File: config.mk
export PLATFORM = sky130hd
export DESIGN_NAME = header_inserter_flat
export DESIGN_NICKNAME = d
export VERILOG_FILES = /design/src/rtl/header_inserter_pkg.sv /design/src/rtl/header_inserter_if.sv /design/src/rtl/header_inserter_shift.sv /design/src/rtl/header_inserter.sv /design/src/flat_wrapper.sv
export SDC_FILE = /design/constraint.sdc
export NUM_CORES = 1
export LEC_CHECK = 0
export ABC_AREA = 1
export CORE_ASPECT_RATIO = 0.5
export CORE_UTILIZATION = 25
export CTS_BUF_LIST = sky130_fd_sc_hd__clkbuf_8
export DETAILED_ROUTE_END_ITERATION = 10
export PLACE_DENSITY_LB_ADDON = 0.15
export SLEW_MARGIN = 20
export SYNTH_ARGS = -nofsm -noshare
export SYNTH_HDL_FRONTEND = slang
export SYNTH_SLANG_ARGS = --single-unit
File: constraint.sdc
create_clock -name iClk -period 1.9 [get_ports iClk]
set_clock_uncertainty 0.2 [all_clocks]
set_input_delay 0.57 -clock iClk [delete_from_list [all_inputs] [get_ports iClk]]
set_output_delay 0.57 -clock iClk [all_outputs]
set_load 0.02 [all_outputs]
File: src/rtl/header_inserter_pkg.sv
// rtl/header_inserter_pkg.sv - shared types, sizes and mask helpers for the header inserter
package header_inserter_pkg;

    localparam int BEAT_BYTES             = 8;
    localparam int HDR_BYTES              = 6;
    localparam int packet_width_bits      = BEAT_BYTES * 8;
    localparam int byte_enable_width_bits = BEAT_BYTES;
    localparam int hdr_width_bits         = HDR_BYTES * 8;
    localparam int tail_bytes             = BEAT_BYTES - HDR_BYTES;
    localparam int tail_width_bits        = tail_bytes * 8;
    localparam int count_width_bits       = $clog2(BEAT_BYTES + 1);

    typedef logic [count_width_bits-1:0] byte_count_t;

    typedef struct packed {
        logic [15:0] header_a;
        logic [15:0] header_b;
        logic [15:0] header_c;
    } headers_t;

    typedef enum logic [1:0] {
        IDLE,
        BODY,
        FLUSH
    } inserter_state_t;

    // Which word the shift stage places in front of the payload tail bytes
    typedef enum logic [1:0] {
        SRC_HEADER,
        SRC_CARRY,
        SRC_FLUSH
    } shift_src_t;

    function automatic logic [byte_enable_width_bits-1:0] byte_mask(input byte_count_t count);
        logic [byte_enable_width_bits-1:0] m;
        m = '0;
        for (int i = 0; i < byte_enable_width_bits; i++) begin
            if (i < int'(count)) begin
                m[byte_enable_width_bits-1-i] = 1'b1;
            end
        end
        return m;
    endfunction

    function automatic byte_count_t mask_popcount(input logic [byte_enable_width_bits-1:0] be);
        byte_count_t c;
        c = '0;
        for (int i = 0; i < byte_enable_width_bits; i++) begin
            c = c + byte_count_t'(be[i]);
        end
        return c;
    endfunction

    function automatic logic [packet_width_bits-1:0] expand_mask(input logic [byte_enable_width_bits-1:0] be);
        logic [packet_width_bits-1:0] m;
        for (int i = 0; i < byte_enable_width_bits; i++) begin
            m[i*8 +: 8] = {8{be[i]}};
        end
        return m;
    endfunction

endpackage

File: src/rtl/header_inserter_if.sv
// rtl/header_inserter_if.sv - header/payload input and wire-packet output bundle
interface header_inserter_if;
    import header_inserter_pkg::*;

    headers_t                          iHeaders;
    logic                              iPayload_valid;
    logic [packet_width_bits-1:0]      iPayload;
    logic                              iSop;
    logic                              iEop;
    logic [byte_enable_width_bits-1:0] iByte_enable;
    logic                              oReady;
    logic                              oValid;
    logic [packet_width_bits-1:0]      oPacket;
    logic                              oSop;
    logic                              oEop;
    logic [byte_enable_width_bits-1:0] oByte_enable;
    logic                              oError;

    modport master (
        output iHeaders, iPayload_valid, iPayload, iSop, iEop, iByte_enable,
        input  oReady, oValid, oPacket, oSop, oEop, oByte_enable, oError
    );

    modport slave (
        input  iHeaders, iPayload_valid, iPayload, iSop, iEop, iByte_enable,
        output oReady, oValid, oPacket, oSop, oEop, oByte_enable, oError
    );

endinterface

File: src/rtl/header_inserter_shift.sv
// rtl/header_inserter_shift.sv - carry register and header/payload concatenation datapath
module header_shift_stage
    import header_inserter_pkg::*;
(
    input  logic                              clk,
    input  logic                              rst_n,
    input  logic                              carry_load,
    input  shift_src_t                        src,
    input  headers_t                          headers,
    input  logic [packet_width_bits-1:0]      payload,
    input  logic [byte_enable_width_bits-1:0] byte_enable,
    output logic [packet_width_bits-1:0]      beat
);

    logic [hdr_width_bits-1:0]    carry;
    logic [packet_width_bits-1:0] raw;

    // Low payload bytes spill into the next wire beat behind the header offset
    always_ff @(posedge clk or negedge rst_n) begin
        if (!rst_n) begin
            carry <= '0;
        end else if (carry_load) begin
            carry <= payload[hdr_width_bits-1:0];
        end
    end

    always_comb begin
        raw = '0;
        unique case (src)
            SRC_HEADER: raw = {headers, payload[packet_width_bits-1 -: tail_width_bits]};
            SRC_CARRY:  raw = {carry, payload[packet_width_bits-1 -: tail_width_bits]};
            SRC_FLUSH:  raw = {carry, {tail_width_bits{1'b0}}};
            default:    raw = '0;
        endcase
        beat = raw & expand_mask(byte_enable);
    end

endmodule

File: src/rtl/header_inserter.sv
// rtl/header_inserter.sv - prepends a 6-byte header to a payload stream, one cycle latency
module header_inserter
    import header_inserter_pkg::*;
(
    input  logic              iClk,
    input  logic              iReset,
    header_inserter_if.slave  bus
);

    inserter_state_t                   state;
    inserter_state_t                   state_nxt;
    byte_count_t                       cbytes;
    byte_count_t                       cbytes_nxt;
    byte_count_t                       n;
    logic                              sop_collision;
    logic                              ready;
    logic                              accept;
    logic                              short_tail;
    logic                              tail_eop;
    logic [byte_enable_width_bits-1:0] beat_be;

    logic                              valid_d;
    logic                              sop_d;
    logic                              eop_d;
    logic                              err_d;
    logic [byte_enable_width_bits-1:0] be_d;
    logic                              carry_load;
    shift_src_t                        src;
    logic [packet_width_bits-1:0]      beat_d;

    // A new sop while a packet is open closes the old one first and is taken next cycle
    assign sop_collision = (state == BODY) && bus.iPayload_valid && bus.iSop;
    assign ready         = (state != FLUSH) && !sop_collision;
    assign accept        = bus.iPayload_valid && ready;
    assign bus.oReady    = ready;

    assign n          = mask_popcount(bus.iByte_enable);
    assign short_tail = n <= byte_count_t'(tail_bytes);
    assign tail_eop   = bus.iEop && short_tail;
    assign beat_be    = tail_eop ? byte_mask(byte_count_t'(HDR_BYTES) + n) : '1;

    always_ff @(posedge iClk or negedge iReset) begin
        if (!iReset) begin
            state  <= IDLE;
            cbytes <= '0;
        end else begin
            state  <= state_nxt;
            cbytes <= cbytes_nxt;
        end
    end

    always_comb begin
        state_nxt  = state;
        cbytes_nxt = cbytes;
        case (state)
            IDLE: begin
                if (accept && bus.iSop) begin
                    if (!bus.iEop) begin
                        state_nxt = BODY;
                    end else if (!short_tail) begin
                        state_nxt  = FLUSH;
                        cbytes_nxt = n - byte_count_t'(tail_bytes);
                    end
                end
            end
            BODY: begin
                if (sop_collision) begin
                    state_nxt = IDLE;
                end else if (accept && bus.iEop) begin
                    if (short_tail) begin
                        state_nxt = IDLE;
                    end else begin
                        state_nxt  = FLUSH;
                        cbytes_nxt = n - byte_count_t'(tail_bytes);
                    end
                end
            end
            FLUSH:   state_nxt = IDLE;
            default: state_nxt = IDLE;
        endcase
    end

    always_comb begin
        valid_d    = 1'b0;
        sop_d      = 1'b0;
        eop_d      = 1'b0;
        err_d      = 1'b0;
        be_d       = '0;
        carry_load = 1'b0;
        src        = SRC_CARRY;
        case (state)
            IDLE: begin
                if (accept && bus.iSop) begin
                    valid_d    = 1'b1;
                    sop_d      = 1'b1;
                    eop_d      = tail_eop;
                    be_d       = beat_be;
                    carry_load = 1'b1;
                    src        = SRC_HEADER;
                end else if (accept) begin
                    err_d = 1'b1;
                end
            end
            BODY: begin
                if (sop_collision) begin
                    valid_d = 1'b1;
                    eop_d   = 1'b1;
                    err_d   = 1'b1;
                    be_d    = byte_mask(byte_count_t'(HDR_BYTES));
                    src     = SRC_FLUSH;
                end else if (accept) begin
                    valid_d    = 1'b1;
                    eop_d      = tail_eop;
                    be_d       = beat_be;
                    carry_load = 1'b1;
                    src        = SRC_CARRY;
                end
            end
            FLUSH: begin
                valid_d = 1'b1;
                eop_d   = 1'b1;
                be_d    = byte_mask(cbytes);
                src     = SRC_FLUSH;
            end
            default: ;
        endcase
    end

    header_shift_stage u_shift (
        .clk         (iClk),
        .rst_n       (iReset),
        .carry_load  (carry_load),
        .src         (src),
        .headers     (bus.iHeaders),
        .payload     (bus.iPayload),
        .byte_enable (be_d),
        .beat        (beat_d)
    );

    always_ff @(posedge iClk or negedge iReset) begin
        if (!iReset) begin
            bus.oValid       <= 1'b0;
            bus.oSop         <= 1'b0;
            bus.oEop         <= 1'b0;
            bus.oError       <= 1'b0;
            bus.oByte_enable <= '0;
            bus.oPacket      <= '0;
        end else begin
            bus.oValid       <= valid_d;
            bus.oSop         <= sop_d;
            bus.oEop         <= eop_d;
            bus.oError       <= err_d;
            bus.oByte_enable <= be_d;
            bus.oPacket      <= beat_d;
        end
    end

endmodule

File: src/flat_wrapper.sv
// flat-port wrapper written by rule: the top's interface ports become plain ports
module header_inserter_flat import header_inserter_pkg::*;
  (iClk, iReset, bus_iHeaders, bus_iPayload_valid, bus_iPayload, bus_iSop, bus_iEop, bus_iByte_enable, bus_oReady, bus_oValid, bus_oPacket, bus_oSop, bus_oEop, bus_oByte_enable, bus_oError);
  header_inserter_if bus_i ();
  input  logic iClk;
  input  logic iReset;
  input wire logic [$bits(bus_i.iHeaders)-1:0] bus_iHeaders;
  input wire logic [$bits(bus_i.iPayload_valid)-1:0] bus_iPayload_valid;
  input wire logic [$bits(bus_i.iPayload)-1:0] bus_iPayload;
  input wire logic [$bits(bus_i.iSop)-1:0] bus_iSop;
  input wire logic [$bits(bus_i.iEop)-1:0] bus_iEop;
  input wire logic [$bits(bus_i.iByte_enable)-1:0] bus_iByte_enable;
  output wire logic [$bits(bus_i.oReady)-1:0] bus_oReady;
  output wire logic [$bits(bus_i.oValid)-1:0] bus_oValid;
  output wire logic [$bits(bus_i.oPacket)-1:0] bus_oPacket;
  output wire logic [$bits(bus_i.oSop)-1:0] bus_oSop;
  output wire logic [$bits(bus_i.oEop)-1:0] bus_oEop;
  output wire logic [$bits(bus_i.oByte_enable)-1:0] bus_oByte_enable;
  output wire logic [$bits(bus_i.oError)-1:0] bus_oError;
  assign bus_i.iHeaders = bus_iHeaders;
  assign bus_i.iPayload_valid = bus_iPayload_valid;
  assign bus_i.iPayload = bus_iPayload;
  assign bus_i.iSop = bus_iSop;
  assign bus_i.iEop = bus_iEop;
  assign bus_i.iByte_enable = bus_iByte_enable;
  assign bus_oReady = bus_i.oReady;
  assign bus_oValid = bus_i.oValid;
  assign bus_oPacket = bus_i.oPacket;
  assign bus_oSop = bus_i.oSop;
  assign bus_oEop = bus_i.oEop;
  assign bus_oByte_enable = bus_i.oByte_enable;
  assign bus_oError = bus_i.oError;
  header_inserter u_core (.iClk(iClk), .iReset(iReset), .bus(bus_i));
endmodule
== Word-level counts from Yosys, hierarchy flattened ==
Index checks and enable logic that the tools add are counted.

* $lt $le $gt $ge: 17
* Equal/unequal tests: 11
* Muxes and demuxes: 52
* Reduce and logical (&&, ||, !) cells: 13
* Bitwise logic cells: 1
* Add/sub/neg operators: 9

{| class="wikitable"
|+ Operators by type and width
! kind !! number
|-
| $pmux W64 S3 || 1
|-
| $and A64 B64 Y64 || 1
|-
| $lt A3 B4 Y1 const A || 8
|-
| $mux W8 || 4
|-
| $mux W1 || 27
|-
| $add A4 B1 Y4 || 6
|-
| $pmux W8 S3 || 1
|-
| $mux W4 || 5
|-
| $lt A1 B4 Y1 const A || 4
|-
| $lt A2 B4 Y1 const A || 4
|-
| $mux W2 || 7
|-
| $ne A2 B2 Y1 const B || 4
|-
| $pmux W4 S2 || 1
|-
| $logic_and A1 B1 Y1 || 7
|-
| $pmux W1 S3 || 2
|-
| $pmux W2 S3 || 1
|-
| $reduce_and A5 Y1 || 1
|-
| $add A3 B4 Y4 const A || 1
|-
| $eq A2 B1 Y1 const B || 2
|-
| $eq A2 B2 Y1 const B || 2
|-
| $le A4 B2 Y1 const B || 1
|-
| $logic_not A2 Y1 || 2
|-
| $pmux W1 S2 || 2
|-
| $pmux W2 S2 || 1
|-
| other kinds (8) || 8
|}

* Register bits after elaboration: 130
* Output and inout bits: 77

== Depth between registers and ports, before layout ==
Gate-level depths: netlist (run 1).

* Depth in word-level cells: 15
* Mapped depth: 20

== Hierarchy ==
A second synthesis (run 1) with hierarchy kept.

* Cell total of the unflattened synthesis: 515
* Area total of the unflattened synthesis: 5,450.2 µm²

{| class="wikitable"
|+ Modules (own cells, without submodules)
! module !! times used !! cells an instance !! area each (µm²)
|-
| header_inserter || 1 || 210 || 2,756.4
|-
| header_shift_stage || 1 || 305 || 2,693.8
|}

== Worst setup path before layout (run 1) ==
No wires, ideal clock.

* Path kind: input to register
* Start: input port bus_iByte_enable[0]
* End: register u_core.bus.oPacket[32]
* Data arrival time: 3.586 ns
* Cell stages on the path: 18
* Slack: -2.007 ns
* Setup time: 0.121 ns
* Path buffers: 0
* Required time: 1.579 ns
* Cell sequence: ha_1 > inv_1 > fa_1 > fa_1 > inv_1 > fa_1 > inv_1 > fa_1 > inv_1 > ha_1 > inv_1 > a21oi_1 > inv_1 > nand3_1 > nand2_1 > nand2_1 > nand2_2 > nor2_1

* Cells in the longest elaborated chain, start to end: 15

{| class="wikitable"
|+ Ends and longest elaborated chain
! item !! RTL line !! text
|-
| start: declaration || flat_wrapper.sv:12 || <nowiki>input wire logic [$bits(bus_i.iByte_enable)-1:0] bus_iByte_enable;</nowiki>
|-
| $add A1 B1 Y2 * || header_inserter_pkg.sv:49 || <nowiki>c = c + byte_count_t'(be[i]);</nowiki>
|-
| $add A4 B1 Y4 * (6 in a row) || header_inserter_pkg.sv:49 ||
|-
| $add A3 B4 Y4 || header_inserter.sv:40 || <nowiki>assign beat_be = tail_eop ? byte_mask(byte_count_t'(HDR_BYTES) + n) : '1;</nowiki>
|-
| $lt A2 B4 Y1 || header_inserter_pkg.sv:38 || <nowiki>if (i < int'(count)) begin</nowiki>
|-
| $mux W1 || header_inserter_pkg.sv:38 ||
|-
| $mux W8 * || header_inserter.sv:40 ||
|-
| $mux W8 || header_inserter.sv:111 || <nowiki>end else if (accept) begin</nowiki>
|-
| $mux W8 || header_inserter.sv:105 || <nowiki>if (sop_collision) begin</nowiki>
|-
| $pmux W8 S3 * || header_inserter.sv:91 || <nowiki>case (state)</nowiki>
|-
| $and A64 B64 Y64 * || header_inserter_shift.sv:35 || <nowiki>beat = raw & expand_mask(byte_enable);</nowiki>
|-
| net u_core.beat_d[32] || header_inserter.sv:29 || <nowiki>logic [packet_width_bits-1:0] beat_d;</nowiki>
|-
| end signal: assignment || header_inserter.sv:154 || <nowiki>bus.oPacket <= beat_d;</nowiki>
|-
| end: declaration || header_inserter_if.sv:26 || <nowiki>output oReady, oValid, oPacket, oSop, oEop, oByte_enable, oError</nowiki>
|}

The timed path passes the listed nets; every way through them passes the cells marked *.
A chain may end at the register's enable or synchronous reset.

== Worst setup path after layout (run 1) ==
* Start: input port bus_iByte_enable[0]
* End: register u_core.bus.oPacket[39]

The elaborated chain is that of the path after synthesis.

==> results of run 1 <==
[worst max path at each step]
stage	startpoint	to	slack, ns
4_1_cts	bus_iByte_enable[0]	u_core.bus.oPacket[12]	-1.67
6_report	bus_iByte_enable[0]	u_core.bus.oPacket[39]	-1.73
3_3_place_gp	bus_iByte_enable[0]	u_core.bus.oPacket[33]	-2.55
2_1_floorplan	bus_iByte_enable[1]	u_core.bus.oPacket[32]	-1.91
3_5_place_dp	bus_iByte_enable[0]	u_core.bus.oPacket[46]	-2.58
5_1_grt	bus_iByte_enable[0]	u_core.bus.oPacket[34]	-1.87
[final cells by class]
type / count / area, um^2 / share of cell area
clock buffer: 19 / 262 / 0.0268
clock inverter: 13 / 208 / 0.0213
inverter: 115 / 439 / 0.0451
multi-input combinational: 384 / 2510 / 0.257
sequential: 130 / 3250 / 0.334
tap: 307 / 384 / 0.0394
timing repair buffer: 279 / 2690 / 0.276
[state kept, by name, indices dropped and copies added (netlist names)]
| register | flops |
|---|---|
| u_core.bus.oPacket | 64 |
| u_core.u_shift.carry | 48 |
| u_core.bus.oByte_enable | 8 |
| u_core.cbytes | 4 |
| u_core.state | 2 |
| u_core.bus.oEop | 1 |
| u_core.bus.oError | 1 |
| u_core.bus.oSop | 1 |
| u_core.bus.oValid | 1 |
[per-stage QoR]
step / hold WS, ns / TNS, ns
global placement: 0.265 / -180.29
floorplan: 0.0744 / -112.40
finish: 0.317 / -100.05
global route: 0.331 / -107.15
detailed placement: 0.269 / -181.91
CTS: 0.306 / -97.39
[critical path, cell delays in order]
cell,delay [ns]
buf_6,0.09
ha_4,0.25
inv_2,0.03
fa_1,0.46
fa_1,0.53
inv_2,0.04
fa_2,0.36
inv_2,0.06
fa_2,0.45
inv_2,0.10
ha_4,0.16
inv_4,0.04
a21oi_2,0.12
inv_1,0.07
nand3_1,0.07
nand2_1,0.08
nand2_2,0.11
nand2_4,0.10
nor2_2,0.13
[cells in the mapped netlist, drive strengths merged, types with 2 or more instances]
cell type,count,share of area
a21boi,16,0.020
a21oi,5,0.0061
buf,21,0.034
clkbuf,3,0.0025
dfrtp,130,0.54
fa,4,0.013
ha,4,0.0084
inv,115,0.072
nand2,182,0.13
nand3,9,0.010
nand4,2,0.0021
nor2,42,0.030
nor3,2,0.0017
o211ai,3,0.0046
o21ai,103,0.11
[logic make-up after synthesis]
kind of cell,Yosys count
and+or+nand+nor,240
buffers and inverters,139
AOI/OAI and AO/OA,131
DFF,130
adders and majority gates,8
xor gates and xnor gates,1
[what timing repair did]
action | in CTS | in global routing
cloned | 3 | 11
endpoints found under the setup margin | 138 | 151
gates resized for setup | 314 | 121
pin swaps | 20 | 9
hold buffers | 1 | 0
endpoints found under the hold margin | 22 | 0
setup buffers | 1 | 11
[per-layer routing]
layer | vias to the layer above | GRT usage | part of all wire
li1 | 2565 | - | -
met1 | 2482 | 0.185 | 0.47
met2 | 99 | 0.241 | 0.48
met3 | 16 | 0.0393 | 0.034
met4 | 0 | 0.0424 | 0.010
met5 | - | 0 | 0
[power by group through the flow]
stage               Sequential, W  Clock (W)  Combinational (W)
floorplan                 0.00507          0            0.00281
global placement          0.00432          0            0.00634
detailed placement        0.00433          0            0.00638
CTS                       0.00427    0.00292            0.00621
global route              0.00435    0.00301            0.00749
finish                    0.00424    0.00283            0.00685
==> results.md, run 1 <==
* Critical R2R Launch: u_core.state[0]
* First-pass iteration count of the detailed router at 4
* Worst Max-Slew Pin Slew at 0.622 ns
* Placed insts at 1188
* Worst hold start: u_core.u_shift.carry[37]
* Simple-gate share of the synthesized area at 0.178
* Sw Ratio at 0.393
* Clock root buffer master: clkbuf_8
* Die Span X at 221 um
* Cell Area, Placed at just under 9000 um^2
* Filler Cell Count at 2316
* Crit share post-route at 1.91
* Area of the core at 23200 um^2
* Vias in the first global route at just over 5000
* Dpl ws at -2.58 ns
* Peak VDD IR at 0.000468 V
* DR WL/cell at around 15 um
* Util after Layout at 0.421
* GRT overflow at 0
* Largest net degree at the start of global routing at 37
* Clock Latency Late Sink at 0.46 ns
* R2r setup slk at -0.03 ns
* Drt total wl at 18.5 mm
* MaxCap Viol Count at 0
* Mux cell area share after synthesis at 0
* Post-synth EDFFs at 0
* Setup Viol. Count Final at 62
* Post-Synth XOR/XNOR Area at 0.00146
* Crit path max fanout at 5
* Hold Path End: u_core.u_shift.carry[37]
* Clock Path Buffers at 2
* Sequential share of the synthesized area at 0.543
* Syn Inst Count at 649
* Post-Layout Cell Count at 1247
* Startpoint types: input pin
* Power density cells at around 1400 nW/um^2
* #FFs+latches synth at 130
* Global-route wire length before repair at 27.4 mm
* Clock Power Share at 0.203
* Net count reported at finish at ~1100
* Num ports at 202
* # rows at 39
* I/O Buffers at around 200
* Synth Area in Adders at 0.0217
* Crit. End Element: register
* RSZ-0062 raised after global routing: yes
* WS Path Type: in -> reg
* Initial antenna violation count at 0
* Via density per instance at 4.14
* Post-route cell area at 9750 um^2
* Routed via count at 5162
* Failing checks: setup timing
* # DRC at 0
* Reg2Reg Depth at 6
* Synthesis warning total at 0
* Pwr Total at 0.0139 W
* Total track usage at 0.145
* Final Hold Vio Count at 0
* Area delta synth->final at 62.7%
* Max Slew Vio Count at 0
* Mapped Nets at 782
* DRT antenna net count at 0
* Syn Area/Cell at ~9 um^2
* Die height at 111 um
* Hold WC Path Type: reg -> reg
* Fin crit period at 3.63 ns
* Number of H-tree levels at 4
* Achievable Freq at between 200 and 300 MHz
* Layout cells sized above 1 at 0.362
* Diodes inserted at 0
* Clk sinks at 130
* CP arrival at between 3 and 4 ns
* CTS tree: built
* Gpl congestion at 0.838
* Initial Util at 0.258
* Main combinational cell family by area after synthesis: simple AND/OR/NAND/NOR gates
* Clock Pin Slew Worst Setup and Hold Paths at 0.07 ns
* R2R Path End: u_core.bus.oPacket[22]
* Number of buffers created by CTS at 17
* Commonest non-fill, non-tap cell in the layout: nand2_1
* Worst path required time at 2.09 ns
* Final HPWL DP at 12.6 mm
* Die area at ~25000 um^2
* Rel. slew slack at 0.584
* Static leakage at around 5.0 nW
* Seq pwr share at 0.305
* Sw power at ~0.0055 W
* Gate power share at 0.492
* P_int at 0.00845 W
* Compound-Gate Fraction of Synth Area at 0.147
* Outcome: complete, but fails checks
* Final WS setup at -1.73 ns
* Mapped cell area at about 6000 um^2
* Hold depth at 2
* Fraction of registers with async set/reset at 1.00
* Distinct cell type count after synthesis at 40
* Initial DRC count at 204
* Commonest non-fill, non-tap cells in the layout: nand2_1, dfrtp_1, clkdlybuf4s50_1
* Primary FF master, synth: dfrtp_1
No activity file was read; power rests on OpenSTA's default activity.
==> run 2: changes to the inputs <==
CORE_ASPECT_RATIO = unset   (was 0.5)
==> run 2 against run 1 <==
  * The run still ends with setup timing left
  * Via count decreased by 2.8%
  * Final cell count increased by 0.96%
  * Hold slack got worse by 0.030 ns
  * Global-route usage decreased by 0.45 points
  * Worst setup slack improved by 0.046 ns
  * Die area decreased by 0.15%
  * First-iteration DRC count decreased by 32%
  * Largest cell class unchanged
  * Largest power group unchanged
==> results.md, run 2 (same netlist as run 1, synthesis figures left out) <==
* Num ports at 202
* Final Hold Vio Count at 0
* Die area at 24600 um^2
* RSZ-0062 raised after global routing: yes
* Power density cells at 1410 nW/um^2
* Crit share post-route at 1.89
* Area delta synth->final at 61.5%
* Clk sinks at 130
* WS Path Type: in -> reg
* Peak VDD IR at ~0.00047 V
* Initial DRC count at 138
* Clock Latency Late Sink at 0.44 ns
* Diodes inserted at 0
* Worst path required time at 2.08 ns
* Achievable Freq at around 280 MHz
* Number of buffers created by CTS at 17
* Clock Pin Slew Worst Setup and Hold Paths at approximately 0.080 ns
* Setup Viol. Count Final at between 60 and 70
* Outcome: complete, but fails checks
* CP arrival at roughly 3.8 ns
* Crit path max fanout at 5
* Max FFs per register at 64
* Worst Max-Slew Pin Slew at a little over 0.6 ns
* Die Span X at 157 um
* # rows at 56
* Final HPWL DP at approximately 12 mm
* Drt total wl at 16.8 mm
* DRT antenna net count at 0
* Clock root buffer master: clkbuf_8
* Commonest non-fill, non-tap cell in the layout: nand2_1
* Largest net degree at the start of global routing at 57
* Pwr Total at 0.0136 W
* Post-Layout Cell Count at 1259
* Clock Path Buffers at 2
* # DRC at 0
* Failing checks: setup timing
* Area of the core at 23500 um^2
* Filler Cell Count at between 2000 and 2500
* Rel. slew slack at 0.593
* Crit. End Element: register
* Net count reported at finish at around 1100
* R2r setup slk at -0.01 ns
* Placed insts at 1206
* Startpoint types: input pin
* Cell Area, Placed at 8890 um^2
* Global-route wire length before repair at 25.9 mm
* Biggest regs: u_core.bus.oPacket x64, u_core.u_shift.carry x48, u_core.bus.oByte_enable x8
* Dpl ws at -2.58 ns
* DR WL/cell at 13.3 um
* Hold WC Path Type: in -> async
* Max Slew Vio Count at 0
* Post-route cell area at 9670 um^2
* R2R Path End: u_core.bus.oPacket[61]
* Die height at 157 um
* Reg2Reg Depth at 10
* I/O Buffers at 201
* Vias in the first global route at 5006
* Routed via count at 5019
* Critical R2R Launch: u_core.state[1]
* Gpl congestion at roughly 0.79
* First-pass iteration count of the detailed router at 4
* Final WS setup at -1.69 ns
* GRT overflow at 0
* Initial antenna violation count at 0
* Static leakage at 4.69 nW
* CTS tree: built
* Initial Util at 0.255
* Via density per instance at 3.99
* Total track usage at 0.140
* Fin crit period at ~3.6 ns
* Largest Register: u_core.bus.oPacket
* MaxCap Viol Count at 0
* Number of H-tree levels at 4
* Commonest non-fill, non-tap cells in the layout: nand2_1, dfrtp_1, clkdlybuf4s50_1
* Layout cells sized above 1 at 0.339
-- run 2: cell count changes in the layout (fill, tap and decap cells not counted), sizes merged --
cell	delta
nand2	-3
inv	+3
clkbuf	+7
dlymetal6s2s	-2
clkinvlp	-4
buf	-45
clkinv	+2
dlygate4sd2	+2
clkdlybuf4s15	+40
-- run 2: area by class of cell --
cell class                 instances  area (um^2)  area share
timing repair buffer             283         2790       0.288
multi-input combinational        381         2340       0.242
tap                              319          399      0.0413
inverter                         115          442      0.0457
clock buffer                      17          234      0.0242
clock inverter                    14          215      0.0222
sequential                       130         3250       0.336
-- run 2: how the worst max path moves through the flow --
stage	slack [ns]	from	end
floorplan	-1.91	bus_iByte_enable[1]	u_core.bus.oPacket[32]
global placement	-2.56	bus_iByte_enable[0]	u_core.bus.oPacket[33]
detailed placement	-2.58	bus_iByte_enable[0]	u_core.bus.oPacket[33]
CTS	-1.68	bus_iByte_enable[0]	u_core.bus.oPacket[23]
global route	-1.81	bus_iByte_enable[0]	u_core.bus.oPacket[34]
finish	-1.69	bus_iByte_enable[0]	u_core.bus.oPacket[34]
-- run 2: worst max-delay path, cell delays in order --
cell     delay, ns
buf_6         0.09
ha_4          0.25
inv_2         0.03
fa_1          0.46
fa_1          0.51
inv_1         0.05
fa_2          0.34
inv_2         0.06
fa_2          0.21
nand2_2       0.08
and2_4        0.15
ha_4          0.28
inv_2         0.04
a21oi_2       0.11
inv_1         0.07
nand3_2       0.06
nand2_2       0.06
nand2_4       0.11
nand2_8       0.10
nor2_4        0.13
-- run 2: stage by stage --
step / util / TNS (ns) / hold slack [ns]
4_1_cts: 0.406 / -98.68 / 0.258
6_report: 0.412 / -97.38 / 0.288
2_1_floorplan: - / -112.40 / 0.0744
3_5_place_dp: 0.379 / -181.75 / 0.182
3_3_place_gp: 0.379 / -180.65 / 0.183
5_1_grt: 0.412 / -105.85 / 0.272
-- run 2: routing by layer --
| layer | track usage | share of wire |
|---|---|---|
| met5 | 0 | 0 |
| met4 | 0.0420 | 0.010 |
| met3 | 0.0504 | 0.069 |
| met2 | 0.234 | 0.49 |
| met1 | 0.168 | 0.43 |
-- run 2: power breakdown --
| group | switching, W | internal [W] |
|---|---|---|
| clock | 0.00115 | 0.00156 |
| combinational | 0.00373 | 0.00292 |
| sequential | 0.000353 | 0.00390 |
-- run 2: repair_timing --
action,CTS,global route
gates cloned,1,3
resized for setup,250,81
setup endpoints to repair,160,104
pin swaps,19,18
hold endpoints to repair,130,0
buffers inserted,10,7
hold buffers,1,0
==> run 3: changes to the inputs <==
CAP_MARGIN = 30   (was unset)
==> results of run 3 <==
Final layout, timing and power as in run 2 (identical DEF).
